`src/rtl/serial_adder.sv`:
```
// serial_adder: bit-serial adder/subtractor built from one full-adder cell.
// An accepted operation runs for WIDTH cycles, one bit per cycle from the LSB.
// It then spends one cycle in DONE with a one-cycle done pulse, and sum/c_out
// are loaded on that same edge.
// Optional build macro SERIAL_ADDER_OVF_EN adds a registered signed-overflow
// output (ovf). The default build leaves the macro undefined and has no ovf.
module serial_adder #(
  parameter int WIDTH = 8
) (
  input  logic             clk,
  input  logic             rst_n,
  input  logic             start,
  input  logic             sub,
  input  logic [WIDTH-1:0] a,
  input  logic [WIDTH-1:0] b,
  input  logic             c_in,
  output logic             busy,
  output logic             done,
  output logic [WIDTH-1:0] sum,
  output logic             c_out
`ifdef SERIAL_ADDER_OVF_EN
  ,
  output logic             ovf
`endif
);

  localparam int CW = $clog2(WIDTH);

  typedef enum logic [1:0] {IDLE, RUN, DONE} state_t;

  state_t           state, state_next;
  logic [WIDTH-1:0] a_sh;      // operand A; result bits shift in at the MSB
  logic [WIDTH-1:0] b_sh;      // operand B, already inverted for subtraction
  logic             carry;     // the single carry flip-flop
  logic [CW-1:0]    cnt;       // index of the bit being processed
  logic             accept;
  logic             last;
  logic             fa_s;
  logic             fa_co;

  // Full-adder cell working on the current LSBs and the stored carry.
  assign fa_s  = a_sh[0] ^ b_sh[0] ^ carry;
  assign fa_co = (a_sh[0] & b_sh[0]) | (carry & (a_sh[0] ^ b_sh[0]));
  assign last  = (cnt == CW'(WIDTH - 1));

  // State register.
  always_ff @(posedge clk or negedge rst_n) begin
    // NOTE: clocked state uses non-blocking assignments so that every register
    // samples values from before the edge, whatever order the blocks run in.
    if (!rst_n) state <= IDLE;
    else        state <= state_next;
  end

  // Next-state logic and state-decoded outputs.
  always_comb begin
    // NOTE: every output gets a default first, so no path leaves one
    // unassigned and no latch is inferred.
    state_next = state;
    accept     = 1'b0;
    busy       = 1'b0;
    done       = 1'b0;
    case (state)
      IDLE: begin
        if (start) begin
          accept     = 1'b1;
          state_next = RUN;
        end
      end
      RUN: begin
        busy = 1'b1;
        if (last) state_next = DONE;
      end
      DONE: begin
        done = 1'b1;
        if (start) begin
          accept     = 1'b1;
          state_next = RUN;
        end else begin
          state_next = IDLE;
        end
      end
      default: state_next = IDLE;
    endcase
  end

  // Datapath: latch operands on accept, then shift one bit per RUN cycle.
  always_ff @(posedge clk or negedge rst_n) begin
    if (!rst_n) begin
      a_sh  <= '0;
      b_sh  <= '0;
      carry <= 1'b0;
      cnt   <= '0;
      sum   <= '0;
      c_out <= 1'b0;
`ifdef SERIAL_ADDER_OVF_EN
      ovf   <= 1'b0;
`endif
    end else if (accept) begin
      a_sh  <= a;
      b_sh  <= sub ? ~b : b;
      carry <= sub | c_in;
      cnt   <= '0;
    end else if (state == RUN) begin
      a_sh  <= {fa_s, a_sh[WIDTH-1:1]};
      b_sh  <= {1'b0, b_sh[WIDTH-1:1]};
      carry <= fa_co;
      cnt   <= cnt + 1'b1;
      if (last) begin
        sum   <= {fa_s, a_sh[WIDTH-1:1]};
        c_out <= fa_co;
`ifdef SERIAL_ADDER_OVF_EN
        // During the MSB step, carry holds the carry into the MSB.
        ovf   <= carry ^ fa_co;
`endif
      end
    end
  end

endmodule

```
`config.mk`:
```
export PLATFORM = sky130hd
export DESIGN_NAME = serial_adder
export DESIGN_NICKNAME = d
export VERILOG_FILES = /design/src/rtl/serial_adder.sv
export SDC_FILE = /design/constraint.sdc
export NUM_CORES = 1
export LEC_CHECK = 0
export CAP_MARGIN = 30
export CORE_UTILIZATION = 40
export CTS_BUF_LIST = sky130_fd_sc_hd__clkbuf_8
export DETAILED_ROUTE_END_ITERATION = 10
export PLACE_DENSITY = 0.64
export SLEW_MARGIN = 20
export SYNTH_ARGS = -nofsm -noshare
export SYNTH_HDL_FRONTEND = slang
export SYNTH_SLANG_ARGS = --single-unit
```
`constraint.sdc`:
```
create_clock -name clk -period 3.8 [get_ports clk]
set_clock_uncertainty 0.05 [all_clocks]
set_input_delay 0.76 -clock clk [delete_from_list [all_inputs] [get_ports clk]]
set_output_delay 0.76 -clock clk [all_outputs]
set_load 0.01 [all_outputs]
```
==> results.ini <==
[status]
status = finished clean

[clock_tree]
cts_setup_buffers = 0
cts_tree = yes
htree_num_levels = 2
cts-root-buf = clkbuf_8
insertion_delay_ns = 0.28
cts_hold_buf = 0
clk_pin_slew_ns = 0.06
clk_path_buf_depth = 2
clock-sinks = 31
cts_buffers = 5
cts_resized = 0

[synthesis]
synth-seq-area-share = 0.539
synthTopCellsByArea = dfrtp_1, nand2_1, mux2_2
syn_avg_cell_area_um2 = 10.7
ys_warn_count = 0
yosysTopAreaCell = dfrtp_1
synth_area_mm2 = 0.00144
ys_ff_latch = 31
syn_nets = 158
synth_cells = 134
ys_types = 24
synth_top_area_share = 0.539

[worst_hold_path]
holdCritPathClass = flop to flop

[worst_setup_path]
end_kind = output pin
crit_path_start_kind = flop
cp_max_fo = 21
worst_ep_required_time_ns = 2.99
cp.arrival_ns = 2.07
cp_top_family = buffers and inverters
critPathMaxStageDelay_ns = 0.58
crit_chain = nand2b_1 -> inv_6 -> clkdlybuf4s50_1
cpMaxStageDelayCell = clkdlybuf4s50_1
path_class = flop to output pin
timing.critical_path.buf_inv = 2

[grt]
grt_remaining_overflow = 0
grt_use_met1 = 0.197
grt_use_total = 0.163
busiest_layer = met2
antenna_found_initial = 0
met2_usage = 0.251
grt_pass1_wl_um = 4320
use_met3 = 0.0642
grt_pass1_vias = 963
grt_max_degree = 32

[sta]
hold_violations = 0
hold-worst-slack_ns = 0.454
tightest_slew_ns = 0.783
drv_slew = 0
rsz0062_at_grt = false
clock.fmax_ghz = 0.347
final.setup.tns_ns = 0
setup_violations = 0
period_share = 0.758
min_period_ns = 2.88
slew_headroom = 0.478

[place]
dpl.hpwl_um = 1820
gp_congestion = 0.708
io_buffers = 31

[detailed_routing]
drt-wirelength-per-cell_um = 12.5
ant_nets = 0
drc = 0
firstDrtPassIters = 4
drt-initial-drc-count = 33
viasPerCell = 4.95
vias = 1054
drt-total-wl_um = 2660

[pwr]
leakagePower_nw = 0.825
powerDensity_mw_per_mm2 = 823
peakVddDrop_v = 0.000327

[cells_and_area]
final_layout_size_suffix_gt1_frac = 0.132
nNetsFinal = 190
n_antenna_cell = 0
syn2layout_area_growth_pct = 30.4

[floorplanning]
initial_utilization = 0.425
die_w_um = 62
num_rows = 21
die_area_mm2 = 0.00384
fp.dieH_um = 62
core_area_mm2 = 0.00339
ios = 32

[run]
max_cap_violations = 0

per-layer routing:
metal / routed length, um / share of wire / vias to the layer above
met2: 1210 / 0.45 / 31
met4: 46 / 0.017 / 0
met1: 1240 / 0.47 / 504
met5: 0 / 0 / -
li1: - / - / 514
met3: 164 / 0.062 / 5
stage by stage:
stage | instances | setup WS [ns] | util | total power, W | area (um^2)
floorplan | 134 | 2.09 | - | 0.00105 | 1440
global placement | 204 | 1.25 | 0.515 | 0.00120 | 1750
detailed placement | 204 | 1.23 | 0.515 | 0.00122 | 1750
CTS | 212 | 0.919 | 0.550 | 0.00156 | 1860
global route | 213 | 0.807 | 0.554 | 0.00168 | 1880
finish | 213 | 0.918 | 0.554 | 0.00155 | 1880
worst paths after layout:
kind	slack [ns]	start	cells after the start	end
max	0.92	state[1]$_DFFE_PN0P_	3	busy
min	0.45	sum[1]$_DFFE_PN0P_	1	sum[1]$_DFFE_PN0P_
max reg2reg	1.90	state[0]$_DFFE_PN0P_	4	sum[7]$_DFFE_PN0P_
min reg2reg	0.45	sum[1]$_DFFE_PN0P_	1	sum[1]$_DFFE_PN0P_
max in group asynchronous	2.59	rst_n	2	a_sh[7]$_DFFE_PN0P_
min in group asynchronous	0.83	rst_n	2	b_sh[0]$_DFFE_PN0P_
layout by cell type (no fill, tap or decap), drive strengths merged:
cell type,count
a31oi,13
clkinv,1
clkdlybuf4s50,31
nor2b,2
ha,2
o21ai,2
a22o,3
nand3,3
inv,2
xor2,8
nor2,16
fa,1
a22oi,2
clkbuf,6
mux2,9
dfrtp,31
buf,2
bufinv,1
a221o,1
nand2b,2
nand2,29
synth_stat cells (all sizes together):
library cell	count
o21ai	2
nand3	3
fa	1
dfrtp	31
nor2b	2
inv	2
clkbuf	1
nor2	16
nand2	29
a31oi	13
a22o	3
mux2	9
xor2	8
a221o	1
nand2b	2
a22oi	2
buf	7
ha	2
area by class of cell:
class / count / area, um^2
Clock inverter: 2 / 35.0
Sequential cell: 31 / 776
Fill cell: 304 / 1510
Clock buffer: 6 / 82.6
Inverter: 2 / 12.5
Timing Repair Buffer: 33 / 333
Tap cell: 46 / 57.6
Multi-Input combinational cell: 93 / 582
flip-flops by register name, indices dropped and copies added, names as in the netlist:
| signal | flops |
|---|---|
| a_sh | 8 |
| b_sh | 8 |
| sum | 8 |
| cnt | 3 |
| state | 2 |
| c_out | 1 |
| carry | 1 |
power by group:
group / internal, W / switching (W)
clock network: 0.000212 / 0.000116
registers: 0.000498 / 0.0000986
logic: 0.000319 / 0.000303
total: 0.00103 / 0.000517
logic make-up after synthesis:
group,after synthesis,share of synthesized area
flops,31,0.539
mux,9,0.0704
fa+ha+maj,3,0.0313
compound gates,21,0.103
simple gates,52,0.150
xor+xnor,8,0.0487
buf+inv,10,0.0573
worst register-to-register path, stage by stage, from the launching register on:
cell and delay [ns]:
dfrtp_1 0.40, nand2b_1 0.57, inv_6 0.19, nand2_4 0.22, mux2_2 0.35
No activity file was read; power rests on OpenSTA's default activity.
==> RTL edit 1, RTL diff (same settings) <==
`WIDTH`: 8 -> 16.
--- a/src/rtl/serial_adder.sv
+++ b/src/rtl/serial_adder.sv
@@ -6,5 +6,5 @@
 // output (ovf). The default build leaves the macro undefined and has no ovf.
 module serial_adder #(
-  parameter int WIDTH = 8
+  parameter int WIDTH = 16
 ) (
   input  logic             clk,
Ports: changed (resized a, b and sum); port bits go from 32 to 56. The function was not compared with the original's and may differ.
==> RTL edit 1 against the original RTL <==
Highest routed layer unchanged. Wire length grew 88%. Design area rose by 75%. Sequential cell count is 25 higher. Area after synthesis increased by 84%. Worst setup slack improved by 51 ps. Core utilization shrank 3.8 points. Total power up 61%.
==> RTL edit 1: results (changes against the original RTL) <==
status = completed
Synth top area share = 52.9% (-0.96 points)
Crit Path Max Fanout = 38 (+81%)
Synth Area in Compound Gates = 9.40% (-0.94 points)
Synth Area in XOR/XNOR = 5.29% (+0.43 points)
Clock transition at path regs = 100 ps (+40 ps)
kind of critical path = reg2out
Total Wirelength = 5020 µm (+88%)
syn_nets = 282 (+78%)
share of cells above drive strength 1 = 13.1% (-0.12 points)
post-detail-place hpwl = 3330 µm (+83%)
largest registers = a_sh: 16 flops, b_sh: 16 flops, sum: 16 flops
sequential area share after synthesis = 52.9% (-0.96 points)
worst flop-to-flop path startpoint = state[1]$_DFFE_PN0P_
clock root buffer = clkbuf_8
pre-CTS setup slack = 1250 ps (+15.9 ps)
GPL Wtd Cong = 0.720 (+1.8%)
Syn. warnings = 0 (unchanged)
largest cells by area after synthesis = dfrtp_1, nand2_1, a31oi_1
met2 usage = 22.2% (-2.9 points)
Synth Flop Type = dfrtp_1
worst min-delay path class = in2async
R2R depth = 4 (unchanged)
met1 Use GR = 23.5% (+3.9 points)
Clk Latency, worst-skew pair = 300 ps (+20 ps)
distinct cell type count after synthesis = 29 (+21%)
first-pass GRT wire length = 8570 µm (+98%)
FF-to-FF End = b_sh[6]$_DFFE_PN0P_
largest net degree at the start of global routing = 60 (+88%)
number of DRC violations after detailed-routing iteration 0 = 105 (+220%)
worst-margin pin slew = 870 ps (+86.9 ps)
vias in the first global route = 1,689 (+75%)
delay-heaviest family, CP = buffers and inverters
Critical Path Max Stage Delay = 620 ps (+40 ps)
final-layout fill cell count = 596 (+96%)
GRT Total Usage = 15.4% (-0.87 points)
mux cell area share after synthesis = 9.68% (+2.6 points)
Nets = 329 (+73%)
slowest CP cell = clkdlybuf4s50_1
top post-synthesis cells by count = dfrtp_1, nand2_1, nor2_1, a31oi_1, xor2_1
CTS max path bufs = 2 (unchanged)
I/O Buffers = 55 (+77%)
Post-Synth Adder-Cell Area = 1.23% (-1.9 points)
vias per cell = 4.98 (+0.60%)
Fin. Hold Viols = 0 (unchanged)
Arrival @ worst endpoint = 2020 ps (-50 ps)
R2R Setup Slk = 2090 ps (+190 ps)
met3 Use GR = 3.88% (-2.5 points)
Peak VDD IR = 327 µV (+0.25%)
leak pwr = 0.00141 µW (+71%)
-- RTL edit 1: changes by cell type in the layout (fill, tap and decap cells not counted), sizes merged, moves of 5 or more --
cell	unedited run	this run
dfrtp	31	56
nand2	29	54
clkdlybuf4s50	31	54
nor2	16	33
a31oi	13	24
mux2	9	18
a221o	1	6
xnor2	0	5
-- RTL edit 1: through the flow --
stage               hold slack [ps]  cell area [µm²]  std cells  util (%)
floorplan                       414             2650        243         -
global placement                438             3160        359      49.4
detailed placement              442             3160        359      49.4
CTS                             393             3270        367      51.2
global route                    401             3300        368      51.6
finish                          371             3300        368      51.6
-- RTL edit 1: area by class of cell --
type,count,share of cell area [%]
Clock buffer,5,2.09
Clock inverter,3,1.29
Inverter,1,0.190
Multi-Input combinational cell,169,33.4
Sequential cell,56,42.5
Tap cell,77,2.92
Timing Repair Buffer,57,17.6
-- RTL edit 1: power by group --
group / internal (µW) / switching (µW) / leakage, µW
logic: 551 / 458 / 0.000700
registers: 891 / 193 / 0.000658
clock network: 196 / 200 / 0.0000541
-- RTL edit 1: cell families (layout without fill, tap and decap cells) --
logic type,after synthesis,count (layout)
XOR/XNOR,16,16
multiplexers,20,20
AO/OA/AOI/OAI,35,35
buffers and inverters,18,66
AND/OR/NAND/NOR,96,96
flip-flops,56,56
adder cells (fa/ha/maj),2,2
-- RTL edit 1: routing by layer --
layer	vias to the layer above	part of all wire [%]
met5	-	0
met4	0	0.28
met3	2	4.3
met2	45	45
met1	866	50
li1	919	-
-- RTL edit 1: worst max path at each step --
stage / end / slack (ps)
after detailed placement: b_sh[11]$_DFFE_PN0P_ / 1250
after global routing: busy / 820
final: busy / 970
after global placement: b_sh[6]$_DFFE_PN0P_ / 1270
after floorplan: busy / 2130
after CTS: busy / 930
==> RTL edit 2, RTL diff (config.mk and constraints unchanged) <==
Without the edit above. Register the inputs `start`, `sub`, `a`, `b` and `c_in` before use, cleared by the reset. The logic sees them one clock later. Comments in the files are not updated.
--- a/src/rtl/serial_adder.sv
+++ b/src/rtl/serial_adder.sv
@@ -28,4 +28,26 @@
 
   typedef enum logic [1:0] {IDLE, RUN, DONE} state_t;
+
+  logic start_q;
+  logic sub_q;
+  logic [WIDTH-1:0] a_q;
+  logic [WIDTH-1:0] b_q;
+  logic c_q;
+
+  always_ff @(posedge clk or negedge rst_n) begin
+    if (!rst_n) begin
+      start_q <= '0;
+      sub_q   <= '0;
+      a_q     <= '0;
+      b_q     <= '0;
+      c_q     <= '0;
+    end else begin
+      start_q <= start;
+      sub_q   <= sub;
+      a_q     <= a;
+      b_q     <= b;
+      c_q     <= c_in;
+    end
+  end
 
   state_t           state, state_next;
@@ -62,5 +84,5 @@
     case (state)
       IDLE: begin
-        if (start) begin
+        if (start_q) begin
           accept     = 1'b1;
           state_next = RUN;
@@ -73,5 +95,5 @@
       DONE: begin
         done = 1'b1;
-        if (start) begin
+        if (start_q) begin
           accept     = 1'b1;
           state_next = RUN;
@@ -97,7 +119,7 @@
 `endif
     end else if (accept) begin
-      a_sh  <= a;
-      b_sh  <= sub ? ~b : b;
-      carry <= sub | c_in;
+      a_sh  <= a_q;
+      b_sh  <= sub_q ? ~b_q : b_q;
+      carry <= sub_q | c_q;
       cnt   <= '0;
     end else if (state == RUN) begin
Formal check against the unedited RTL: not equivalent (Yosys sat finds a counterexample within 4 cycles, from zero or initial values and one cycle with rst_n low).
==> RTL edit 2 against the original RTL <==
Core utilization decreased by 3.9 points. Design area increased by 29%. Total power increased by 18%. Die area increased by 34%. Area after synthesis increased by 35%. Worst setup slack improved by 280 ps. Wire length increased by 15%. Sequential cell count increased by 19. Largest power group is now registers.
==> RTL edit 2: results (changes against the original RTL) <==
pre-CTS setup slack = 1540 ps (+307 ps)
leak pwr = 0.00115 µW (+39%)
Sw Ratio = 30.3% (-3.2 points)
top post-synthesis cells by count = dfrtp_1, o21ai_1, mux2i_1, nand2_1, mux2_4
share of cells above drive strength 1 = 16.6% (+3.4 points)
Clk Latency, worst-skew pair = 300 ps (+20 ps)
Syn. warnings = 0 (unchanged)
clock root buffer = clkbuf_8
Post-Syn Instances = 134 (unchanged)
largest net degree at the start of global routing = 27 (-16%)
first-pass GRT wire length = 5330 µm (+23%)
Critical Path Max Stage Delay = 600 ps (+20 ps)
Clock transition at path regs = 90 ps (+30 ps)
Placement Cell Area = 2290 µm² (+31%)
CTS max path bufs = 2 (unchanged)
GPL Wtd Cong = 0.701 (-0.93%)
Nets = 192 (+1.1%)
sequential area share after synthesis = 64.2% (+10 points)
R2R Setup Slk = 2160 ps (+260 ps)
WHS = 392 ps (-62.7 ps)
Fmax achieved = 0.384 GHz (+11%)
clock share of power = 19.8% (-1.4 points)
DRT Pass-1 Iters = 4 (unchanged)
initial antenna violation count = 0 (unchanged)
Synth Area in Compound Gates = 7.64% (-2.7 points)
number of gates resized after CTS = 0 (unchanged)
mux cell area share after synthesis = 13.2% (+6.1 points)
slowest CP cell = clkdlybuf4s50_1
Crit Path Max Fanout = 23 (+9.5%)
number of DRC violations after detailed-routing iteration 0 = 54 (+64%)
vias per cell = 4.84 (-2.2%)
worst min-delay path class = in2async
Arrival @ worst endpoint = 1790 ps (-280 ps)
kind of critical path = reg2out
via count = 1,079 (+2.4%)
dpl cells = 214 (+4.9%)
Synth Area in XOR/XNOR = 3.60% (-1.3 points)
FF-to-FF End = b_sh[4]$_DFFE_PN0P_
distinct cell type count after synthesis = 25 (+4.2%)
largest cells by area after synthesis = dfrtp_1, mux2_4, mux2i_1
Total Wirelength = 3070 µm (+15%)
Peak VDD IR = 247 µV (-24%)
syn_nets = 158 (unchanged)
internal power = 1270 µW (+24%)
post-detail-place hpwl = 2140 µm (+18%)
I/O Buffers = 31 (unchanged)
vias in the first global route = 1,159 (+20%)
Post-Synth Adder-Cell Area = 2.31% (-0.82 points)
status = completed
Comb power frac = 36.4% (-3.8 points)
worst-margin pin slew = 561 ps (-222 ps)
GRT Total Usage = 13.6% (-2.7 points)
[RTL edit 2: kinds of logic (layout without fill, tap and decap cells)]
logic type	Yosys count	after routing
muxes	21	21
adders and majority gates	3	3
xor gates and xnor gates	8	8
and+or+nand+nor	21	21
buffers and inverters	9	44
AOI/OAI and AO/OA	22	22
DFF	50	50
[RTL edit 2: worst max-delay path, delay by kind of cell, from the launching register on]
family,cells,cell delay (ps)
AND/OR/NAND/NOR,1,150
buffers and inverters,2,920
flip-flops,1,410
[RTL edit 2: cell type report]
class	count	area [µm²]
inverters	2	7.51
flip-flops and latches	50	1250
well taps	54	67.6
repair buffers	34	348
clock inverters	3	40.0
multi-input cells	75	634
fillers	412	2270
clock buffers	5	68.8
[RTL edit 2: layer usage]
layer | part of all wire, % | GRT usage (%)
met2 | 50 | 22.5
met1 | 45 | 16.6
met4 | 1.9 | 6.54
met3 | 3.2 | 3.38
met5 | 0 | 0
